==> config.mk <==
export PLATFORM = sky130hd
export DESIGN_NAME = mult_div_unit_flat
export DESIGN_NICKNAME = d
export VERILOG_FILES = /design/src/rtl/mult_div_unit_pkg.sv /design/src/rtl/mult_div_unit_if.sv /design/src/rtl/mult_div_unit_step_core.sv /design/src/rtl/mult_div_unit.sv /design/src/flat_wrapper.sv
export SDC_FILE = /design/constraint.sdc
export NUM_CORES = 1
export LEC_CHECK = 0
export ABC_AREA = 1
export ABC_CLOCK_PERIOD_IN_PS = 3450
export BUFFER_PORTS_ARGS = -buffer_cell sky130_fd_sc_hd__buf_4
export CORE_MARGIN = 3
export CORE_UTILIZATION = 35
export DETAILED_ROUTE_END_ITERATION = 12
export HOLD_SLACK_MARGIN = 0.12
export SLEW_MARGIN = 20
export SYNTH_ARGS = -nofsm -noshare
export SYNTH_HDL_FRONTEND = slang
export SYNTH_SLANG_ARGS = --single-unit
==> constraint.sdc <==
create_clock -name clk_i -period 3.45 [get_ports clk_i]
set_clock_uncertainty 0.1 [all_clocks]
set_input_delay 0.345 -clock clk_i [delete_from_list [all_inputs] [get_ports clk_i]]
set_output_delay 0.345 -clock clk_i [all_outputs]
set_load 0.02 [all_outputs]
==> src/rtl/mult_div_unit_pkg.sv <==
// Shared types and constants for the iterative multiply/divide unit.
package mult_div_unit_pkg;

    localparam int unsigned WORD_W = 32;
    localparam int unsigned ITER_N = 32;
    localparam int unsigned CNT_W  = 5;
    localparam int unsigned ACC_W  = 2 * WORD_W;

    typedef enum logic [1:0] {
        OP_MULTU = 2'b00,
        OP_MULT  = 2'b01,
        OP_DIVU  = 2'b10,
        OP_DIV   = 2'b11
    } op_e;

    typedef enum logic [1:0] {
        ST_IDLE = 2'b00,
        ST_CALC = 2'b01,
        ST_FIX  = 2'b10,
        ST_DONE = 2'b11
    } state_e;

    typedef enum logic {
        STEP_MUL = 1'b0,
        STEP_DIV = 1'b1
    } step_mode_e;

    // Per-operation context captured when a start is accepted.
    typedef struct packed {
        logic              is_div;
        logic              neg_res;
        logic              neg_rem;
        logic              div_zero;
        logic [WORD_W-1:0] b_mag;
    } op_ctx_t;

    // Absolute value of a word when treated as signed, pass-through otherwise.
    function automatic logic [WORD_W-1:0] magnitude(input logic [WORD_W-1:0] v,
                                                     input logic              is_signed);
        return (is_signed && v[WORD_W-1]) ? (WORD_W'(0) - v) : v;
    endfunction

endpackage

==> src/rtl/mult_div_unit_if.sv <==
// Request/result bundle between the pipeline and the multiply/divide unit.
interface mult_div_unit_if;
    import mult_div_unit_pkg::*;

    logic              start_i;
    logic [1:0]        op_i;
    logic [WORD_W-1:0] rs_data_i;
    logic [WORD_W-1:0] rt_data_i;
    logic              hilo_we_i;
    logic              hilo_sel_i;
    logic [WORD_W-1:0] hilo_wdata_i;
    logic              busy_o;
    logic              done_o;
    logic              div_zero_o;
    logic [WORD_W-1:0] hi_o;
    logic [WORD_W-1:0] lo_o;

    modport master (
        output start_i, op_i, rs_data_i, rt_data_i,
        output hilo_we_i, hilo_sel_i, hilo_wdata_i,
        input  busy_o, done_o, div_zero_o, hi_o, lo_o
    );

    modport slave (
        input  start_i, op_i, rs_data_i, rt_data_i,
        input  hilo_we_i, hilo_sel_i, hilo_wdata_i,
        output busy_o, done_o, div_zero_o, hi_o, lo_o
    );

endinterface

==> src/rtl/mult_div_unit_step_core.sv <==
// One iteration of shift-add multiply or restoring divide on a 64-bit accumulator.
// Multiply: acc = {partial product, remaining multiplier bits}, b_i is the multiplicand.
// Divide:   acc = {partial remainder, dividend/quotient bits}, b_i is the divisor.
module mdu_step_core
    import mult_div_unit_pkg::*;
(
    input  logic [ACC_W-1:0]  acc_i,
    input  logic [WORD_W-1:0] b_i,
    input  step_mode_e        mode_i,
    output logic [ACC_W-1:0]  acc_o
);

    logic [WORD_W:0] sum;
    logic [WORD_W:0] diff;

    // Next accumulator for the selected operation.
    always_comb begin
        sum   = {1'b0, acc_i[ACC_W-1:WORD_W]} + {1'b0, b_i};
        diff  = acc_i[ACC_W-1:WORD_W-1] - {1'b0, b_i};
        acc_o = acc_i;
        if (mode_i == STEP_MUL) begin
            acc_o = acc_i[0] ? {sum, acc_i[WORD_W-1:1]}
                             : {1'b0, acc_i[ACC_W-1:1]};
        end else begin
            // diff MSB set means the shifted remainder was below the divisor.
            acc_o = diff[WORD_W] ? {acc_i[ACC_W-2:0], 1'b0}
                                 : {diff[WORD_W-1:0], acc_i[WORD_W-2:0], 1'b1};
        end
    end

endmodule

==> src/rtl/mult_div_unit.sv <==
// Iterative 32x32 multiply / 32/32 divide unit with HI/LO result registers.
// busy_o/done_o/div_zero_o are registered from the current state, so they
// trail the state by one cycle: busy covers 33 cycles, done follows on the next.
module mult_div_unit
    import mult_div_unit_pkg::*;
(
    input  logic           clk_i,
    input  logic           rst_n,
    mult_div_unit_if.slave bus
);

    state_e            state_q, state_d;
    logic [CNT_W-1:0]  cnt_q, cnt_d;
    logic [ACC_W-1:0]  acc_q, acc_d;
    op_ctx_t           ctx_q, ctx_d;
    logic [WORD_W-1:0] hi_q, hi_d;
    logic [WORD_W-1:0] lo_q, lo_d;
    logic              busy_q, busy_d;
    logic              done_q, done_d;
    logic              dz_q, dz_d;

    op_e               op_in;
    logic              signed_op;
    logic [WORD_W-1:0] a_mag;
    logic [WORD_W-1:0] b_mag;
    logic [ACC_W-1:0]  acc_step;
    logic [ACC_W-1:0]  prod_fix;
    logic [WORD_W-1:0] quot_fix;
    logic [WORD_W-1:0] rem_fix;

    mdu_step_core u_step (
        .acc_i  (acc_q),
        .b_i    (ctx_q.b_mag),
        .mode_i (ctx_q.is_div ? STEP_DIV : STEP_MUL),
        .acc_o  (acc_step)
    );

    // Operand decode at the input and sign correction of the finished accumulator.
    always_comb begin
        op_in     = op_e'(bus.op_i);
        signed_op = (op_in == OP_MULT) || (op_in == OP_DIV);
        a_mag     = magnitude(bus.rs_data_i, signed_op);
        b_mag     = magnitude(bus.rt_data_i, signed_op);
        prod_fix  = ctx_q.neg_res ? (ACC_W'(0) - acc_q) : acc_q;
        quot_fix  = ctx_q.neg_res ? (WORD_W'(0) - acc_q[WORD_W-1:0])
                                  : acc_q[WORD_W-1:0];
        rem_fix   = ctx_q.neg_rem ? (WORD_W'(0) - acc_q[ACC_W-1:WORD_W])
                                  : acc_q[ACC_W-1:WORD_W];
    end

    // Next-state, datapath and output decode.
    always_comb begin
        state_d = state_q;
        cnt_d   = cnt_q;
        acc_d   = acc_q;
        ctx_d   = ctx_q;
        hi_d    = hi_q;
        lo_d    = lo_q;
        busy_d  = (state_q == ST_CALC) || (state_q == ST_FIX);
        done_d  = (state_q == ST_DONE);
        dz_d    = (state_q == ST_DONE) && ctx_q.div_zero;

        unique case (state_q)
            ST_IDLE: begin
                if (bus.start_i) begin
                    // Start wins over a simultaneous direct HI/LO write.
                    state_d        = ST_CALC;
                    cnt_d          = '0;
                    acc_d          = {{WORD_W{1'b0}}, a_mag};
                    ctx_d.is_div   = op_in[1];
                    ctx_d.neg_res  = signed_op && (bus.rs_data_i[WORD_W-1] ^ bus.rt_data_i[WORD_W-1]);
                    ctx_d.neg_rem  = (op_in == OP_DIV) && bus.rs_data_i[WORD_W-1];
                    ctx_d.div_zero = op_in[1] && (bus.rt_data_i == '0);
                    ctx_d.b_mag    = b_mag;
                end else if (bus.hilo_we_i) begin
                    if (bus.hilo_sel_i) begin
                        hi_d = bus.hilo_wdata_i;
                    end else begin
                        lo_d = bus.hilo_wdata_i;
                    end
                end
            end
            ST_CALC: begin
                acc_d = acc_step;
                cnt_d = cnt_q + CNT_W'(1);
                if (cnt_q == CNT_W'(ITER_N - 1)) begin
                    state_d = ST_FIX;
                end
            end
            ST_FIX: begin
                state_d = ST_DONE;
                if (!ctx_q.div_zero) begin
                    if (ctx_q.is_div) begin
                        hi_d = rem_fix;
                        lo_d = quot_fix;
                    end else begin
                        hi_d = prod_fix[ACC_W-1:WORD_W];
                        lo_d = prod_fix[WORD_W-1:0];
                    end
                end
            end
            ST_DONE: begin
                state_d = ST_IDLE;
            end
            default: begin
                state_d = ST_IDLE;
            end
        endcase
    end

    // State and result registers; reset aborts any operation in flight.
    always_ff @(posedge clk_i or negedge rst_n) begin
        if (!rst_n) begin
            state_q <= ST_IDLE;
            cnt_q   <= '0;
            acc_q   <= '0;
            ctx_q   <= '0;
            hi_q    <= '0;
            lo_q    <= '0;
            busy_q  <= 1'b0;
            done_q  <= 1'b0;
            dz_q    <= 1'b0;
        end else begin
            state_q <= state_d;
            cnt_q   <= cnt_d;
            acc_q   <= acc_d;
            ctx_q   <= ctx_d;
            hi_q    <= hi_d;
            lo_q    <= lo_d;
            busy_q  <= busy_d;
            done_q  <= done_d;
            dz_q    <= dz_d;
        end
    end

    assign bus.busy_o     = busy_q;
    assign bus.done_o     = done_q;
    assign bus.div_zero_o = dz_q;
    assign bus.hi_o       = hi_q;
    assign bus.lo_o       = lo_q;

endmodule
==> src/flat_wrapper.sv <==
// flat-port wrapper written by rule: the top's interface ports become plain ports
module mult_div_unit_flat import mult_div_unit_pkg::*;
  (clk_i, rst_n, bus_start_i, bus_op_i, bus_rs_data_i, bus_rt_data_i, bus_hilo_we_i, bus_hilo_sel_i, bus_hilo_wdata_i, bus_busy_o, bus_done_o, bus_div_zero_o, bus_hi_o, bus_lo_o);
  mult_div_unit_if bus_i ();
  input  logic clk_i;
  input  logic rst_n;
  input wire logic [$bits(bus_i.start_i)-1:0] bus_start_i;
  input wire logic [$bits(bus_i.op_i)-1:0] bus_op_i;
  input wire logic [$bits(bus_i.rs_data_i)-1:0] bus_rs_data_i;
  input wire logic [$bits(bus_i.rt_data_i)-1:0] bus_rt_data_i;
  input wire logic [$bits(bus_i.hilo_we_i)-1:0] bus_hilo_we_i;
  input wire logic [$bits(bus_i.hilo_sel_i)-1:0] bus_hilo_sel_i;
  input wire logic [$bits(bus_i.hilo_wdata_i)-1:0] bus_hilo_wdata_i;
  output wire logic [$bits(bus_i.busy_o)-1:0] bus_busy_o;
  output wire logic [$bits(bus_i.done_o)-1:0] bus_done_o;
  output wire logic [$bits(bus_i.div_zero_o)-1:0] bus_div_zero_o;
  output wire logic [$bits(bus_i.hi_o)-1:0] bus_hi_o;
  output wire logic [$bits(bus_i.lo_o)-1:0] bus_lo_o;
  assign bus_i.start_i = bus_start_i;
  assign bus_i.op_i = bus_op_i;
  assign bus_i.rs_data_i = bus_rs_data_i;
  assign bus_i.rt_data_i = bus_rt_data_i;
  assign bus_i.hilo_we_i = bus_hilo_we_i;
  assign bus_i.hilo_sel_i = bus_hilo_sel_i;
  assign bus_i.hilo_wdata_i = bus_hilo_wdata_i;
  assign bus_busy_o = bus_i.busy_o;
  assign bus_done_o = bus_i.done_o;
  assign bus_div_zero_o = bus_i.div_zero_o;
  assign bus_hi_o = bus_i.hi_o;
  assign bus_lo_o = bus_i.lo_o;
  mult_div_unit u_core (.clk_i(clk_i), .rst_n(rst_n), .bus(bus_i));
endmodule
==> metrics, run 1 <==
status=complete, no violations; FILL cells=5745; CP max FO=17; routability cong.=0.993; DRC Markers=0; sequential share of power=0.190; Mapped Cells=3118; overall power=22.8 mW; largest net degree at the start of global routing=139; Tot GR Track Use=0.259; Cells on Worst Hold Path=4; switching power=13.3 mW; CTS H-tree lvls=4; core area=51500 um2; post-cts resize count=0; Crit path arrival time=3.19 ns; Final Hold Slack=0.148 ns; Avg Synthesized Cell Area=5.87 um2; hold endpoint=u_core.acc_q[17]; Least-Margin Pin Slew=0.889 ns; vias per std cell=5.18; Comb power frac=0.720; Worst Slack Setup Final=0.564 ns; Clk pwr share=0.091; drt first pass iters=6; Worst-Skew Late Latency=0.47 ns; fin crit period=2.89 ns; # clock sinks=174; Internal=9.43 mW; depth of the most critical reg-to-reg path=7; Synth Flop Type=dfrtp_1; most common cell after layout, fill and taps aside=nand2_1; RSZ-0062 raised after global routing=no; Hold Violations, Final=0; maximum root-to-sink buffer count=2; PD cells=1060 nW/um2; yosys synthesis warning count=0; leakage power=11.3 nW; post-placement cell area=20400 um2; cell area after layout=21400 um2; hold crit path type=input port to register; CTS tree=built; synthesized cell area=18300 um2; setup violators final=0; FMAX=347 MHz; Setup CP Type=register to register; setup_tns=0 ns; Die Y=235 um; max_slew headroom=0.407; n_diodes=0; Net Sw Frac=0.586; R2R setup slack=0.56 ns; Hold Crit Start=bus_rs_data_i[17]; worst slack, placed=0.618 ns; Critical Path RT=3.75 ns; Crit Reg-Reg Startpoint=u_core.state_q[1]; via count=20.7k; Max Cap Viol=0; drt first-iter violations=2249; I/O Pins=170; drt total wl=72.9 mm; dpl hpwl=57.3 mm; CTS clock-pin slew for the worst setup and hold paths=0.08 ns; Crit Reg-Reg Endpoint=u_core.ctx_q[32]; final net count=3479; die width=235 um; Initial Util=0.355; synth-to-layout area growth=17.1%; initial antenna violation count=0; postcts setup bufs=0; Yosys cell types=55; final cycle utilization of the critical path=0.836; Post-synth EDFFs=0; first-pass GRT wire length=113 mm; most frequent cells in the layout=1010 x nand2_1, 447 x inv_1, 296 x nand3_1; Total Die Area=55100 um2; DR WL/cell=18.2 um; CP startpoint=u_core.state_q[1]; cts bufs inserted=17; number of buffers added on ports=169; Final Max Slew Viols=0; Startpoint Class=register; fraction of registers with async set/reset=1.00; fraction of layout cells with a size suffix above 1=0.116; sequential-to-total area share from yosys stat=0.238; Std-Cell Rows=83; Mapped Nets=3297; vias in the first global route=18.9k; gr ovfl total=0; Antenna Nets Post-Route=0; clock root buffer master=clkbuf_16; VDD IR max=0.470 mV; Synth Register Bits=174; critical path capture point type=register
per-layer routing:
| metal | GRT usage | part of all wire | vias to the layer above | routed length, um |
|---|---|---|---|---|
| li1 | - | - | 10313 | - |
| met4 | 0.0794 | 0.029 | 0 | 2130 |
| met3 | 0.0350 | 0.082 | 101 | 5950 |
| met1 | 0.384 | 0.46 | 9467 | 33700 |
| met5 | 0 | 0 | - | 0 |
| met2 | 0.387 | 0.43 | 801 | 31100 |
registers in the layout (all words and copies together), names as in the netlist:
register	cells
u_core.acc_q	64
u_core.bus.lo_o	32
u_core.bus.div_zero_o	1
u_core.ctx_q	36
u_core.bus.done_o	1
u_core.state_q	2
u_core.bus.busy_o	1
u_core.bus.hi_o	32
u_core.cnt_q	5
synth_stat cells (3+ instances only):
library cell | count | area (um2)
nand2_1 | 1010 | 3790
inv_1 | 447 | 1680
nand3_1 | 296 | 1480
nor2_1 | 293 | 1100
a21oi_1 | 200 | 1000
dfrtp_1 | 174 | 4350
o21ai_0 | 135 | 676
ha_1 | 74 | 926
clkbuf_1 | 60 | 225
nand2_2 | 40 | 250
nand3_2 | 29 | 290
nand4_1 | 28 | 175
xor2_1 | 27 | 236
nor3_1 | 26 | 130
o21ai_1 | 26 | 130
a31oi_1 | 23 | 144
or2_2 | 20 | 125
buf_2 | 18 | 90.1
xnor2_1 | 18 | 158
buf_1 | 16 | 60.1
a2bb2oi_1 | 14 | 123
o21a_1 | 13 | 97.6
nand3b_1 | 12 | 90.1
inv_2 | 11 | 41.3
a21o_1 | 10 | 75.1
a21boi_1 | 9 | 67.6
and2_1 | 8 | 50.1
a22oi_1 | 7 | 52.6
nand2_4 | 7 | 78.8
o211ai_1 | 7 | 52.6
nor2_2 | 6 | 37.5
nor2_4 | 5 | 56.3
o21bai_1 | 5 | 37.5
nor4_1 | 4 | 25.0
or2_1 | 4 | 25.0
a21oi_2 | 3 | 26.3
and3_1 | 3 | 18.8
buf_12 | 3 | 60.1
nor3_2 | 3 | 30.0
o22a_1 | 3 | 26.3
critical path, cell delays in order (launching register included):
cell,delay (ns)
dfrtp_1,0.42
inv_1,0.11
ha_1,0.30
nand2_2,0.10
inv_1,0.45
nand2_1,0.30
o41ai_1,0.43
dlygate4sd3_1,0.60
metrics by stage:
stage,cells,util
finish,3993,0.416
global route,3993,0.416
CTS,3993,0.416
detailed placement,3916,0.396
global placement,3916,0.396
floorplan,3118,-
cell families after synthesis:
logic type,synth area share
compound gates,0.142
flops,0.238
xor+xnor,0.0215
buf+inv,0.120
simple gates,0.425
fa+ha+maj,0.0528
worst max path at each step:
stage,to,slack (ns)
2_1_floorplan,u_core.bus.hi_o[28],0.84
3_3_place_gp,u_core.acc_q[47],0.69
3_5_place_dp,u_core.acc_q[47],0.62
4_1_cts,u_core.ctx_q[32],0.56
5_1_grt,u_core.acc_q[50],0.32
6_report,u_core.ctx_q[32],0.56
power groups by stage:
stage               registers, mW  clock network [mW]  logic [mW]
global placement             4.29                   0        16.0
finish                       4.32                2.06        16.4
floorplan                    4.24                   0        10.9
global route                 4.39                2.17        18.2
detailed placement           4.28                   0        16.0
CTS                          4.25                2.09        16.1
area by class of cell:
| type | count | area [um2] | area share |
|---|---|---|---|
| Inverter | 460 | 1730 | 0.0806 |
| Multi-Input combinational cell | 2383 | 11800 | 0.549 |
| Timing Repair Buffer | 264 | 2140 | 0.0998 |
| Clock inverter | 15 | 169 | 0.00788 |
| Sequential cell | 174 | 4360 | 0.203 |
| Clock buffer | 17 | 425 | 0.0198 |
| Tap cell | 680 | 851 | 0.0397 |
timing repair:
action                                 CTS  global route
setup endpoints to repair                0             0
endpoints found under the hold margin  130             0
hold buffers                            45             0
Note: power is estimated with default switching activity, not from simulation.
==> inputs of run 2 (changes only) <==
--- a/config.mk
+++ b/config.mk
@@ -6,7 +6,7 @@
 export NUM_CORES = 1
 export LEC_CHECK = 0
 export ABC_AREA = 1
-export ABC_CLOCK_PERIOD_IN_PS = 3450
+export ABC_CLOCK_PERIOD_IN_PS = 2400
 export BUFFER_PORTS_ARGS = -buffer_cell sky130_fd_sc_hd__buf_4
 export CORE_MARGIN = 3
 export CORE_UTILIZATION = 35
==> constraint.sdc (replaced) <==
create_clock -name clk_i -period 2.4 [get_ports clk_i]
set_clock_uncertainty 0.1 [all_clocks]
set_input_delay 0.24 -clock clk_i [delete_from_list [all_inputs] [get_ports clk_i]]
set_output_delay 0.24 -clock clk_i [all_outputs]
set_load 0.02 [all_outputs]
==> metrics, run 2 (synthesized netlist as in run 1, its figures left out) <==
status=finished with violations; failing checks=negative setup slack; DR WL met2=32.8 mm (+5.4%); dpl hpwl=58.9 mm (+2.9%); VDD IR max=0.763 mV (+62%); Setup CP Type=register to register; highest metal used=met4; maximum root-to-sink buffer count=2 (unchanged); overall power=37.7 mW (+66%); Crit path arrival time=2.77 ns (-0.42 ns); core area=51500 um2 (unchanged); Cells after DPL=4108 (+4.9%); Max Cap Viol=0 (unchanged); CTS H-tree lvls=4 (unchanged); Worst Slack Setup Final=-0.0860 ns (-0.650 ns); DR WL/cell=17.8 um (-2.4%); routability cong.=0.953 (-4.0%); DRC Markers=0 (unchanged); gr ovfl total=0 (unchanged); vias per std cell=5.15 (-0.51%); Startpoint Class=register; max_slew headroom=0.600 (+0.193); setup_tns=-1.52 ns (-1.52 ns); CP max FO=8 (-9); Initial Util=0.355 (unchanged); CTS clock-pin slew for the worst setup and hold paths=0.08 ns (about the same); Tot GR Track Use=0.263 (+0.00439); hold crit path type=input port to register; initial antenna violation count=0 (unchanged); number of buffers added on ports=169 (unchanged); setup violators final=33 (+33); leakage power=12.6 nW (+12%); most frequent cells in the layout=979 x nand2_1, 442 x inv_1, 412 x buf_4; routed wl met3=5.50 mm (-7.4%); cts bufs inserted=17 (unchanged); Total Die Area=55100 um2 (unchanged); final net count=3746 (+7.7%); final cycle utilization of the critical path=1.04 (+0.199); CTS tree=built; I/O Pins=170 (unchanged); drt total wl=75.9 mm (+4.2%); Die Y=235 um (unchanged); post-placement cell area=21900 um2 (+7.5%); max reg flops=64 (unchanged); Critical Path RT=2.68 ns (-1.07 ns); n_diodes=0 (unchanged); die width=235 um (unchanged); PD cells=1530 nW/um2 (+44%); synth-to-layout area growth=34.3%; most common cell after layout, fill and taps aside=nand2_1; first-pass GRT wire length=115 mm (+2.3%); Hold Violations, Final=0 (unchanged); vias in the first global route=19.9k (+5.1%); drt first pass iters=8 (+2); cell area after layout=24600 um2 (+15%); Antenna Nets Post-Route=0 (unchanged); fraction of layout cells with a size suffix above 1=0.211 (+0.0950); via count=22.0k (+6.1%); critical path capture point type=register; Final Max Slew Viols=0 (unchanged); FMAX=402 MHz (+16%); fin crit period=2.49 ns (-0.400 ns); wl on met1=35.3 mm (+4.7%); Std-Cell Rows=83 (unchanged); biggest regs=u_core.acc_q (64), u_core.ctx_q (36); largest net degree at the start of global routing=68 (-51%); drt first-iter violations=2010 (-11%); largest reg by FF count=u_core.acc_q; clock root buffer master=clkbuf_16; RSZ-0062 raised after global routing=yes; # clock sinks=174 (unchanged); Least-Margin Pin Slew=0.594 ns (-0.295 ns); Worst-Skew Late Latency=0.49 ns (+0.02 ns); Final Non-Filler Cells=4260 (+6.7%)
[run 2: per-layer routing]
metal / up-vias / GRT usage
met1: 10071 / 0.392
met3: 124 / 0.0290
met5: - / 0
met4: 0 / 0.0822
met2: 901 / 0.397
li1: 10856 / -
[run 2: critical path, stage by stage (launching register included)]
cell and delay [ns]:
dfrtp_1 0.50, inv_1 0.08, ha_1 0.32, nand2_1 0.11
a21oi_1 0.05, nor2_1 0.12, nand2_1 0.12, a21oi_4 0.22
buf_4 0.16, nand3_4 0.06, buf_12 0.17, nand2_8 0.13
nand2_1 0.07, a21o_1 0.16
[run 2: area by class of cell]
| class | count | area, um2 |
|---|---|---|
| flip-flops and latches | 174 | 4390 |
| fillers | 5461 | 26900 |
| clock inverters | 15 | 173 |
| multi-input cells | 2390 | 12700 |
| clock buffers | 17 | 425 |
| well taps | 680 | 851 |
| repair buffers | 524 | 4350 |
| inverters | 460 | 1730 |
[run 2: where the power goes]
group | switching [mW] | internal (mW) | total (mW) | leakage (nW)
Clock | 1.52 | 1.40 | 2.92 | 0.282
Sequential | 1.58 | 4.38 | 5.96 | 2.06
Combinational | 17.6 | 11.2 | 28.8 | 10.3
Total | 20.7 | 16.9 | 37.7 | 12.6
[run 2: worst paths after layout]
path / start / to / slack [ns] / cells after the start
setup / recovery: u_core.ctx_q[30] / u_core.acc_q[0] / -0.09 / 13
hold / removal: bus_rs_data_i[24] / u_core.acc_q[24] / 0.16 / 5
setup reg to reg: u_core.ctx_q[30] / u_core.acc_q[0] / -0.09 / 13
hold reg to reg: u_core.bus.lo_o[1] / u_core.bus.lo_o[1] / 0.39 / 2
max in group asynchronous: rst_n / u_core.bus.hi_o[7] / 0.32 / 4
min in group asynchronous: rst_n / u_core.bus.hi_o[1] / 0.66 / 3
[run 2: repair_timing]
| action | CTS | global route |
|---|---|---|
| endpoints found under the hold margin | 290 | 0 |
| hold buffers | 96 | 0 |
| setup buffers | 2 | 15 |
| gates cloned | 3 | 4 |
| endpoints found under the setup margin | 34 | 86 |
| pin swaps | 3 | 36 |
| gates resized for setup | 17 | 179 |
[run 2: metrics by stage]
stage	hold WS [ns]	worst slack, ns	utilization
finish	0.158	-0.0860	0.477
global route	0.150	-0.141	0.477
CTS	0.136	-0.00827	0.458
detailed placement	0.0660	-0.0668	0.426
global placement	0.0626	-0.0750	0.426
floorplan	-0.156	0.0108	-
==> inputs of run 3 (changes only) <==
--- a/config.mk
+++ b/config.mk
@@ -12,6 +12,8 @@
 export CORE_UTILIZATION = 35
 export DETAILED_ROUTE_END_ITERATION = 12
 export HOLD_SLACK_MARGIN = 0.12
+export PLACE_DENSITY = 0.56
+export SETUP_SLACK_MARGIN = 0.4
 export SLEW_MARGIN = 20
 export SYNTH_ARGS = -nofsm -noshare
 export SYNTH_HDL_FRONTEND = slang
==> metrics, run 3 (synthesized netlist as in run 1, its figures left out) <==
dpl hpwl=60.0 mm (+1.8%); Hold Crit Start=bus_rt_data_i[5]; Least-Margin Pin Slew=0.581 ns (-0.0135 ns); met3 usage=0.0393 (+0.0103); Startpoint Class=register; CTS clock-pin slew for the worst setup and hold paths=0.07 ns (about the same); cell area after layout=28000 um2 (+14%); first-pass GRT wire length=118 mm (+2.2%); clock root buffer master=clkbuf_16; Clk pwr share=0.061 (-0.017); CTS tree=built; Internal=20.7 mW (+22%); largest reg by FF count=u_core.acc_q; routability cong.=0.969 (+1.7%); largest net degree at the start of global routing=64 (-5.9%); hold crit path type=input port to register; grt met1 use=0.403 (+0.0114); most frequent cells in the layout=876 x nand2_1, 473 x buf_4, 413 x inv_1; DR WL/cell=18.2 um (+2.3%); most common cell after layout, fill and taps aside=nand2_1; core area=51500 um2 (unchanged); cts bufs inserted=17 (unchanged); Comb power frac=0.800 (+0.036); Total Die Area=55100 um2 (unchanged); via count=22.6k (+3.0%); drt first-iter violations=1963 (-2.3%); FMAX=412 MHz (+2.4%); Crit Reg-Reg Endpoint=u_core.acc_q[57]; Worst-Skew Late Latency=0.48 ns (about the same); Antenna Nets Post-Route=0 (unchanged); depth of the most critical reg-to-reg path=18 (+5); Std-Cell Rows=83 (unchanged); R2R setup slack=-0.03 ns (+0.06 ns); PD cells=1590 nW/um2 (+3.5%); CTS H-tree lvls=4 (unchanged); final cycle utilization of the critical path=1.01 (-0.0238); drt total wl=80.1 mm (+5.5%); final net count=3876 (+3.5%); status=finished with violations; Final Max Slew Viols=0 (unchanged); vias per std cell=5.15 (-0.10%); hold endpoint=u_core.ctx_q[7]; area of the multi-input gates=14500 um2 (+14%); gr ovfl total=0 (unchanged); Cells after DPL=4133 (+0.61%); failing checks=negative setup slack; Setup CP Type=register to register; max_slew headroom=0.609 (+0.00911); VDD IR max=0.635 mV (-17%); area taken by flip-flops and latches=4430 um2 (+0.88%); fraction of layout cells with a size suffix above 1=0.340 (+0.129); global route hottest layer=met1; Tot GR Track Use=0.270 (+0.00694); Max Cap Viol=0 (unchanged); Crit Reg-Reg Startpoint=u_core.ctx_q[1]; die width=235 um (unchanged); FILL cells=5104 (-6.5%); RSZ-0062 raised after global routing=yes; Net Sw Frac=0.533 (-0.0167); # clock sinks=174 (unchanged); Crit path arrival time=2.73 ns (-0.04 ns); M2 GR Usage=0.402 (+0.00487); CP max FO=6 (-2); maximum root-to-sink buffer count=2 (unchanged); initial antenna violation count=0 (unchanged); critical path capture point type=register; vias in the first global route=20.5k (+3.0%); Hold Violations, Final=0 (unchanged); Worst Slack Setup Final=-0.0288 ns (+0.0572 ns); setup violators final=16 (-52%); I/O Pins=170 (unchanged); post-placement cell area=22300 um2 (+1.6%); biggest regs=u_core.acc_q (64), u_core.ctx_q (36); number of buffers added on ports=169 (unchanged); max reg flops=64 (unchanged); Cells on Worst Hold Path=5 (unchanged); leakage power=13.8 nW (+9.9%); overall power=44.4 mW (+18%); synth-to-layout area growth=52.8%; DRC Markers=0 (unchanged); sequential share of power=0.140 (-0.018); switching power=23.7 mW (+14%); fin crit period=2.43 ns (-0.0572 ns); Die Y=235 um (unchanged); Initial Util=0.355 (unchanged); Critical Path RT=2.70 ns (+0.02 ns); drt first pass iters=6 (-2); Final Non-Filler Cells=4392 (+3.1%)
## run 3: changes by cell type in the layout (fill, tap and decap cells not counted), moves of 45 or more
cell     change
buf_4       +61
buf_6       +45
nand2_1    -103
nand2_2     +67
nand3_1     -76
nand3_2     +61
nor2_1      -50
## run 3: cell type report
cell class,instances,area share
clock buffers,22,0.0162
clock inverters,10,0.00300
diodes,2,0.000179
repair buffers,656,0.210
flip-flops and latches,174,0.158
inverters,460,0.0636
repair inverters,1,0.000313
well taps,680,0.0304
multi-input cells,2387,0.518
## run 3: per-layer routing
metal	share of wire	wire length (um)
met1	0.47	37400
met2	0.43	34500
met3	0.075	6010
met4	0.028	2210
met5	0	0
## run 3: how the worst max path moves through the flow
stage / cells after the start / end / start / slack [ns]
floorplan: 18 / u_core.acc_q[60] / u_core.acc_q[31] / 0.13
global placement: 13 / u_core.acc_q[46] / u_core.acc_q[45] / -0.26
detailed placement: 13 / u_core.acc_q[46] / u_core.acc_q[45] / -0.19
CTS: 15 / u_core.acc_q[0] / u_core.ctx_q[0] / 0.03
global route: 17 / u_core.acc_q[57] / u_core.ctx_q[23] / -0.14
finish: 18 / u_core.acc_q[57] / u_core.ctx_q[1] / -0.03
## run 3: metrics by stage
step	worst slack [ns]	utilization	hold slack [ns]	setup TNS [ns]
2_1_floorplan	0.133	-	-0.156	0
3_3_place_gp	-0.260	0.432	0.147	-0.619
3_5_place_dp	-0.187	0.432	0.143	-0.670
4_1_cts	0.0308	0.496	0.120	0
5_1_grt	-0.144	0.543	0.177	-2.83
6_report	-0.0288	0.543	0.156	-0.195
## run 3: repair_timing
action                                 CTS  global route
setup endpoints to repair              120           132
gates cloned                             5            13
pin swaps                              113           134
hold buffers                            94             1
endpoints found under the hold margin  293             1
resized for setup                      342           413
buffers inserted                        49            63
## run 3: worst max-delay path, stage by stage, from the launching register on
cell       delay, ns
dfrtp_2         0.45
buf_6           0.13
fa_2            0.41
inv_2           0.08
nand3_2         0.07
nand2_2         0.09
nand2_2         0.07
nand2_4         0.07
nand2_4         0.05
nand2_4         0.08
nand2_8         0.08
nand2_8         0.09
nand2_4         0.07
nand2_8         0.13
clkbuf_16       0.18
nand2_4         0.05
nand3_2         0.05
nand2_1         0.06
nand2_1         0.06
## run 3: power by group through the flow
| stage | clock (mW) | sequential, mW | combinational (mW) |
|---|---|---|---|
| floorplan | 0 | 6.10 | 15.9 |
| global placement | 0 | 5.85 | 26.7 |
| detailed placement | 0 | 5.88 | 26.6 |
| CTS | 2.76 | 5.95 | 30.0 |
| global route | 2.88 | 6.30 | 38.2 |
| finish | 2.70 | 6.19 | 35.5 |
